File: config.mk
export PLATFORM = sky130hd
export DESIGN_NAME = muldiv_seq
export DESIGN_NICKNAME = d
export VERILOG_FILES = /design/src/rtl/alu_pkg.sv /design/src/rtl/muldiv_seq.sv
export SDC_FILE = /design/constraint.sdc
export NUM_CORES = 1
export LEC_CHECK = 0
export CAP_MARGIN = 20
export CORE_ASPECT_RATIO = 0.7
export CORE_UTILIZATION = 52
export DETAILED_ROUTE_END_ITERATION = 8
export PLACE_DENSITY = 0.91
export RECOVER_POWER = 25
export SKIP_CTS_REPAIR_TIMING = 1
export SYNTH_ARGS = -nofsm -noshare
export SYNTH_HDL_FRONTEND = slang
export SYNTH_SLANG_ARGS = --single-unit
File: constraint.sdc
create_clock -name clk -period 3.09 [get_ports clk]
set_input_delay 0.618 -clock clk [delete_from_list [all_inputs] [get_ports clk]]
set_output_delay 0.618 -clock clk [all_outputs]
set_load 0.005 [all_outputs]
File: src/rtl/alu_pkg.sv
// Encodings shared by the execute-stage ALU and the multiply/divide sequencer:
// ALU control codes, the MULTU/DIVU op select and the sequencer state type.
package alu_pkg;

  localparam logic [3:0] ALU_NOP = 4'b0000;
  localparam logic [3:0] ALU_ADD = 4'b0001;
  localparam logic [3:0] ALU_SUB = 4'b0010;
  localparam logic [3:0] ALU_AND = 4'b0011;
  localparam logic [3:0] ALU_OR  = 4'b0100;
  localparam logic [3:0] ALU_XOR = 4'b0101;
  localparam logic [3:0] ALU_NOR = 4'b0110;
  localparam logic [3:0] ALU_SLT = 4'b0111;
  localparam logic [3:0] ALU_SLL = 4'b1000;
  localparam logic [3:0] ALU_SRL = 4'b1001;
  localparam logic [3:0] ALU_SRA = 4'b1010;

  localparam logic OP_MULTU = 1'b0;
  localparam logic OP_DIVU  = 1'b1;

  typedef enum logic [1:0] {
    ST_IDLE = 2'd0,
    ST_MUL  = 2'd1,
    ST_DIV  = 2'd2,
    ST_DONE = 2'd3
  } md_state_t;

endpackage

File: src/rtl/muldiv_seq.sv
// Multi-cycle MULTU/DIVU sequencer: one shift-add or restoring-subtract step
// per cycle on the shared external ALU, committing the result into HI/LO.
module muldiv_seq #(
  parameter int WIDTH = 32
) (
  input  logic             clk,
  input  logic             rst_n,
  input  logic             start,
  input  logic             op,
  input  logic [WIDTH-1:0] rs_val,
  input  logic [WIDTH-1:0] rt_val,
  input  logic             hi_we,
  input  logic             lo_we,
  input  logic [WIDTH-1:0] wdata,
  input  logic [WIDTH-1:0] alu_res,
  output logic             busy,
  output logic             done,
  output logic             div_by_zero,
  output logic [WIDTH-1:0] hi,
  output logic [WIDTH-1:0] lo,
  output logic             alu_own,
  output logic [WIDTH-1:0] alu_in1,
  output logic [WIDTH-1:0] alu_in2,
  output logic [3:0]       alu_ctr
);
  import alu_pkg::*;

  localparam logic [4:0] CNT_LAST = 5'd31;

  md_state_t        state_reg, state_next;
  logic [WIDTH-1:0] acc_reg, acc_next;
  logic [WIDTH-1:0] q_reg, q_next;
  logic [WIDTH-1:0] m_reg, m_next;
  logic [WIDTH-1:0] hi_reg, hi_next;
  logic [WIDTH-1:0] lo_reg, lo_next;
  logic [4:0]       cnt_reg, cnt_next;
  logic             dbz_reg, dbz_next;

  logic [WIDTH-1:0] step_acc, step_q;
  logic [WIDTH-1:0] div_r;
  logic             div_rmsb;
  logic             mul_carry;
  logic             div_take;

  // Divide: shifted partial remainder is 33 bits wide; its top bit is kept apart
  // so the 32-bit ALU subtract still yields the right wrapped remainder.
  assign div_r     = {acc_reg[WIDTH-2:0], q_reg[WIDTH-1]};
  assign div_rmsb  = acc_reg[WIDTH-1];
  assign div_take  = div_rmsb || (div_r >= m_reg);
  assign mul_carry = (alu_res < acc_reg);

  always_ff @(posedge clk or negedge rst_n) begin
    if (!rst_n) begin
      state_reg <= ST_IDLE;
      acc_reg   <= '0;
      q_reg     <= '0;
      m_reg     <= '0;
      hi_reg    <= '0;
      lo_reg    <= '0;
      cnt_reg   <= '0;
      dbz_reg   <= 1'b0;
    end else begin
      state_reg <= state_next;
      acc_reg   <= acc_next;
      q_reg     <= q_next;
      m_reg     <= m_next;
      hi_reg    <= hi_next;
      lo_reg    <= lo_next;
      cnt_reg   <= cnt_next;
      dbz_reg   <= dbz_next;
    end
  end

  always_comb begin
    state_next = state_reg;
    acc_next   = acc_reg;
    q_next     = q_reg;
    m_next     = m_reg;
    hi_next    = hi_reg;
    lo_next    = lo_reg;
    cnt_next   = cnt_reg;
    dbz_next   = dbz_reg;
    step_acc   = acc_reg;
    step_q     = q_reg;

    case (state_reg)
      ST_IDLE, ST_DONE: begin
        state_next = ST_IDLE;
        if (hi_we) hi_next = wdata;
        if (lo_we) lo_next = wdata;
        if (start) begin
          cnt_next = '0;
          dbz_next = 1'b0;
          acc_next = '0;
          if (op == OP_MULTU) begin
            q_next     = rt_val;
            m_next     = rs_val;
            state_next = ST_MUL;
          end else if (rt_val == '0) begin
            // Zero divisor resolves immediately without touching the ALU.
            hi_next    = rs_val;
            lo_next    = '1;
            dbz_next   = 1'b1;
            state_next = ST_DONE;
          end else begin
            q_next     = rs_val;
            m_next     = rt_val;
            state_next = ST_DIV;
          end
        end
      end

      ST_MUL: begin
        if (q_reg[0]) begin
          step_acc = {mul_carry, alu_res[WIDTH-1:1]};
          step_q   = {alu_res[0], q_reg[WIDTH-1:1]};
        end else begin
          step_acc = {1'b0, acc_reg[WIDTH-1:1]};
          step_q   = {acc_reg[0], q_reg[WIDTH-1:1]};
        end
        acc_next = step_acc;
        q_next   = step_q;
        cnt_next = cnt_reg + 5'd1;
        if (cnt_reg == CNT_LAST) begin
          hi_next    = step_acc;
          lo_next    = step_q;
          state_next = ST_DONE;
        end
      end

      ST_DIV: begin
        if (div_take) begin
          step_acc = alu_res;
          step_q   = {q_reg[WIDTH-2:0], 1'b1};
        end else begin
          step_acc = div_r;
          step_q   = {q_reg[WIDTH-2:0], 1'b0};
        end
        acc_next = step_acc;
        q_next   = step_q;
        cnt_next = cnt_reg + 5'd1;
        if (cnt_reg == CNT_LAST) begin
          hi_next    = step_acc;
          lo_next    = step_q;
          state_next = ST_DONE;
        end
      end

      default: state_next = ST_IDLE;
    endcase
  end

  // Outputs decode from registered state only; nothing flows from inputs.
  always_comb begin
    busy    = 1'b0;
    alu_own = 1'b0;
    done    = 1'b0;
    alu_ctr = ALU_NOP;
    alu_in1 = '0;
    alu_in2 = '0;
    case (state_reg)
      ST_MUL: begin
        busy    = 1'b1;
        alu_own = 1'b1;
        alu_ctr = ALU_ADD;
        alu_in1 = acc_reg;
        alu_in2 = m_reg;
      end
      ST_DIV: begin
        busy    = 1'b1;
        alu_own = 1'b1;
        alu_ctr = ALU_SUB;
        alu_in1 = div_r;
        alu_in2 = m_reg;
      end
      ST_DONE: done = 1'b1;
      default: ;
    endcase
  end

  assign hi          = hi_reg;
  assign lo          = lo_reg;
  assign div_by_zero = dbz_reg;

endmodule
Word level (Yosys, flattened, before mapping)
Cells that the tools add are included.
Word-level totals
  register bits: 168
  bits of input ports: 134
  logic and storage cells: 70
Cells by class
  add/subtract/negate cells: 1
  $lt $le $gt $ge: 2
  equal/unequal tests: 10
  muxes and demuxes: 40
  reduce and logical (&&, ||, !) cells: 9
Operators with widths (count)
  2-to-1 mux 32 bit: 22
  one-hot mux 32 bit (3 select lines): 4
  one-hot mux 32 bit (2 select lines): 1
  >= comparator 32 bit: 1
  logical NOT 32 bit: 1
  less-than comparator 32 bit: 1
  one-hot mux 5 bit (2 select lines): 1
  != test 2 bit (second input constant): 4
  one-hot mux 2 bit (2 select lines): 2
  2-to-1 mux 1 bit: 6
  2-to-1 mux 2 bit: 3
  AND reduction 2 bit: 3
  adder 5 x 1 -> 5 bit (second input constant): 1
  == test 5 bit (second input constant): 1
  2-to-1 mux 5 bit: 1
  == test 2 bit (second input constant): 2
  OR reduction 2 bit: 2
  != test 3 bit (second input constant): 1
  AND reduction 3 bit: 1
  == test 2 x 1 -> 1 bit (second input constant): 1
  logical NOT 2 bit: 1
  != test 2 x 1 -> 1 bit (second input constant): 1
  logical OR 1 bit: 1

Longest topological paths before layout
  word-level depth: 5
  depth in mapped cells: 11
  depth with buffers taken out: 9

Worst setup path before layout
No wires, ideal clock.
  path type: reg-to-reg
  start: register acc_reg[12]
  end: register hi_reg[0] (netlist: hi[0])
  arrival time: 2394 ps
  required time: 3008 ps
  slack: 614 ps
  stages on the path, launching flop included: 11
  path buffers: 2
  clock period less this slack: 2476 ps
  cell sequence: dfrtp_1 -> ha_1 -> a211oi_2 -> nor2_1 -> or3_1 -> a211oi_1 -> o211ai_1 -> buf_6 -> buf_12 -> mux2_4 -> a31oi_1
On the way
  word-level cells in the longest chain between the ends: 5
RTL lines
  start, declared: RTL line muldiv_seq.sv:31  | logic [WIDTH-1:0] acc_reg, acc_next;
  start signal, assigned: RTL line muldiv_seq.sv:64  | acc_reg <= acc_next;
  >= comparator 32 bit: RTL line muldiv_seq.sv:49  | assign div_take = div_rmsb || (div_r >= m_reg);
  logical OR 1 bit: RTL line muldiv_seq.sv:49
  2-to-1 mux 32 bit: RTL line muldiv_seq.sv:132  | if (div_take) begin
  2-to-1 mux 32 bit: RTL line muldiv_seq.sv:142  | if (cnt_reg == CNT_LAST) begin
  one-hot mux 32 bit (3 select lines): RTL line muldiv_seq.sv:86  | case (state_reg)
  end signal, assigned: RTL line muldiv_seq.sv:67  | hi_reg <= hi_next;
  end, declared: RTL line muldiv_seq.sv:34  | logic [WIDTH-1:0] hi_reg, hi_next;
Every way passes these cells. The select of a mux whose other input is x is not followed.
A chain may end at the register's enable or synchronous reset.

Worst setup path in the final report
  start: register m_reg[11]
  end: register hi_reg[25] (netlist: hi[25])
On the way
  word-level cells in the longest chain between the ends: 5
RTL lines
  start, declared: RTL line muldiv_seq.sv:33  | logic [WIDTH-1:0] m_reg, m_next;
  start signal, assigned: RTL line muldiv_seq.sv:66  | m_reg <= m_next;
  >= comparator 32 bit: RTL line muldiv_seq.sv:49
  logical OR 1 bit: RTL line muldiv_seq.sv:49
  2-to-1 mux 32 bit: RTL line muldiv_seq.sv:132
  2-to-1 mux 32 bit: RTL line muldiv_seq.sv:142
  one-hot mux 32 bit (3 select lines): RTL line muldiv_seq.sv:86
Every way passes these cells. The select of a mux whose other input is x is not followed.

==> summary.txt <==
Floorplan
  • Die area: 24000 µm²
  • DIE HEIGHT: 130 µm
  • Initial core utilization: 53.3%
  • # rows: 46
  • Top-level I/O count: 270
  • Die X: 185 µm
  • Core area: 22800 µm²

Synth
  • Mapped Area: 12200 µm²
  • Post-synth EDFFs: 0
  • Syn_area_per_cell: 8.55 µm²
  • Mux cell area share after synthesis: 17.6%
  • Post-Synth Simple-Gate Area: 13.0%
  • Ys Warns: 0
  • Top cell type's share of synthesized area: 34.6%
  • Largest cells by area after synthesis: dfrtp_1 35%, mux2i_1 7.7%, ha_1 7.1%, nand2_1 6.7%, mux2_2 6.4%
  • Netlist cell types: 50
  • Flops & latches, synth: 168
  • Most common library cells after synthesis: 216 x nand2_1, 168 x dfrtp_1, 139 x nor2_1
  • Adder-cell share of the synthesized area: 7.10%
  • Ys flop type: dfrtp_1
  • Synth Area in Compound Gates: 21.1%
  • Largest area contributor in the netlist: dfrtp_1
  • Largest family of logic cells by synthesized area: compound AO/OA/AOI/OAI gates
  • Post-Synth XOR/XNOR Area: 0.144%
  • Register area share after synthesis: 34.6%
  • Top-count cell post-synth: nand2_1
  • Asr flop ratio synth: 100%
  • Cells after Synth: 1422

Clock tree
  • Clk root buf: clkbuf_16
  • TritonCTS buffer count: 17
  • Clk_lat worst skew: 0.44 ns
  • CTS tree: done
  • Clock buffer depth: 2
  • Clock Sinks: 168
  • Clock-pin slew on the worst setup and hold paths: 0.08 ns
  • H-tree levels: 4

Layout
  • Final Util: 70.5%
  • Design area: 16100 µm²
  • Proportion of layout cells with a drive suffix above 1: 12.8%
  • Nets: 1864
  • Layout area overhead: 32.3%

Status
  • Failing checks: max-capacitance violations, max-slew violations
  • Status: complete, but fails checks

Job
  • Max_cap viols: 1

Global route
  • Gr ovfl total: 0
  • Largest net degree at the start of global routing: 69
  • Antenna violations before repair: 2
  • First-pass GRT wire length: 67.2 mm
  • Vias in the first global route: 11700
  • Total track usage: 37.2%

Worst setup path
  • Critical path arrival: 3.42 ns
  • R2r setup slk: 0.02 ns
  • Setup crit end kind: flip-flop
  • CP required: 3.44 ns
  • Setup CP Type: reg2reg
  • Worst r2r dst: hi[25]
  • Crit Path Max Fanout: 12
  • Startpoint class of the critical path: flip-flop
  • Worst reg2reg path depth: 13
  • Reg2reg start: m_reg[11]

STA
  • Final period util: 99.3%
  • Post-layout minimum cycle time: 3.07 ns
  • Rel. slew slack: -25.9%
  • # setup viols final: 0
  • Layout Skew: 0.0130 ns
  • Pins over their slew limit: 69
  • Final Hold Vio Count: 0
  • Worst-margin pin slew: 1.89 ns
  • Max frequency: 326 MHz

Placed design
  • RePlAce Congestion: 1.05
  • Port Buffers: 267
  • Area after DPL: 15300 µm²
  • Detailed placement HPWL: 33.7 mm

Power
  • Max VDD drop: 767 µV
  • Leak: 6.83 nW
  • Pwr dens: 1190 nW/µm²

Route
  • First-pass DRT Iterations: 8
  • Routed WL per cell: 23.5 µm
  • DRC Markers: 0
  • Antenna viol nets, final: 0
  • Routed WL: 46.8 mm
  • Via count: 12800
  • DR iter-0 viols: 2776
  • Vias per cell: 6.43

Hold path
  • Hold path startpoint: m_reg[6]
  • Hold Path Sink: m_reg[6]
  • Hold path cells: 2
  • Worst min-delay path class: reg2reg
## placed cells by master (no fill, tap or decap), types with 63 or more instances in the layout
master	n
dfrtp_1	166
mux2i_1	94
inv_1	66
nor2_1	137
ha_1	67
nand2_1	216
o22ai_1	63
a21oi_1	114
mux2_2	69
o21ai_0	109
clkdlybuf4s50_1	265
## where the power goes
part / internal [mW] / total (mW) / switching (mW)
clock network: 1.09 / 2.16 / 1.07
logic: 5.64 / 12.6 / 7.01
registers: 3.32 / 4.35 / 1.03
## critical path: stages (launching register included)
cell      delay [ns]
dfrtp_1         0.40
inv_1           0.12
ha_1            0.27
and3_1          0.21
a221oi_2        0.24
buf_4           0.15
o21ai_0         0.11
a211oi_1        0.31
o211ai_1        0.18
buf_4           0.20
buf_4           0.14
buf_12          0.15
mux2_2          0.29
a31oi_1         0.19
## stage by stage
stage | total power [mW] | setup TNS [ns] | cells | setup WS, ns | hold slack [ns]
final | 19.2 | 0 | 1988 | 0.0203 | 0.500
after global routing | 20.2 | -0.968 | 1987 | -0.0589 | 0.527
after floorplan | 11.1 | 0 | 1423 | 0.614 | 0.322
after global placement | 15.4 | -0.161 | 1941 | -0.0520 | 0.463
after CTS | 18.1 | -0.0362 | 1973 | -0.0315 | 0.204
after detailed placement | 15.9 | -1.04 | 1941 | -0.0842 | 0.475
## metal layers
metal  part of all wire (%)  vias to the layer above  GRT usage (%)
met3                     16                      171           13.5
met4                    3.4                        0           12.2
met2                     42                     1113           52.6
met1                     39                     5916           52.6
met5                      0                        -              0
li1                       -                     5587              -
## cells by family (layout without fill, tap and decap cells)
| logic type | after synthesis | after routing |
|---|---|---|
| fa+ha+maj | 69 | 69 |
| simple gates | 395 | 395 |
| other cells | 1 | 4 |
| flops | 168 | 168 |
| compound gates | 414 | 414 |
| xor+xnor | 2 | 2 |
| buf+inv | 182 | 433 |
| mux | 191 | 191 |
## worst max-delay path by stage
| stage | startpoint | end | slack [ns] | depth (start not counted) |
|---|---|---|---|---|
| 5_1_grt | m_reg[11] | hi[25] | -0.06 | 12 |
| 3_3_place_gp | rt_val[16] | hi[16] | -0.05 | 8 |
| 4_1_cts | state_reg[0] | alu_in1[22] | -0.03 | 6 |
| 6_report | m_reg[11] | hi[25] | 0.02 | 13 |
| 2_1_floorplan | acc_reg[12] | hi[0] | 0.61 | 10 |
| 3_5_place_dp | rt_val[16] | hi[24] | -0.08 | 8 |
## area by class of cell
class | instances | area [µm²]
Fill cell | 1676 | 6710
Sequential cell | 168 | 4210
Clock inverter | 14 | 149
Inverter | 70 | 263
Antenna cell | 2 | 5.00
Tap cell | 312 | 390
Timing Repair Buffer | 331 | 3390
Clock buffer | 18 | 429
Multi-Input combinational cell | 1073 | 7240
No activity file was read; power rests on OpenSTA's default activity.
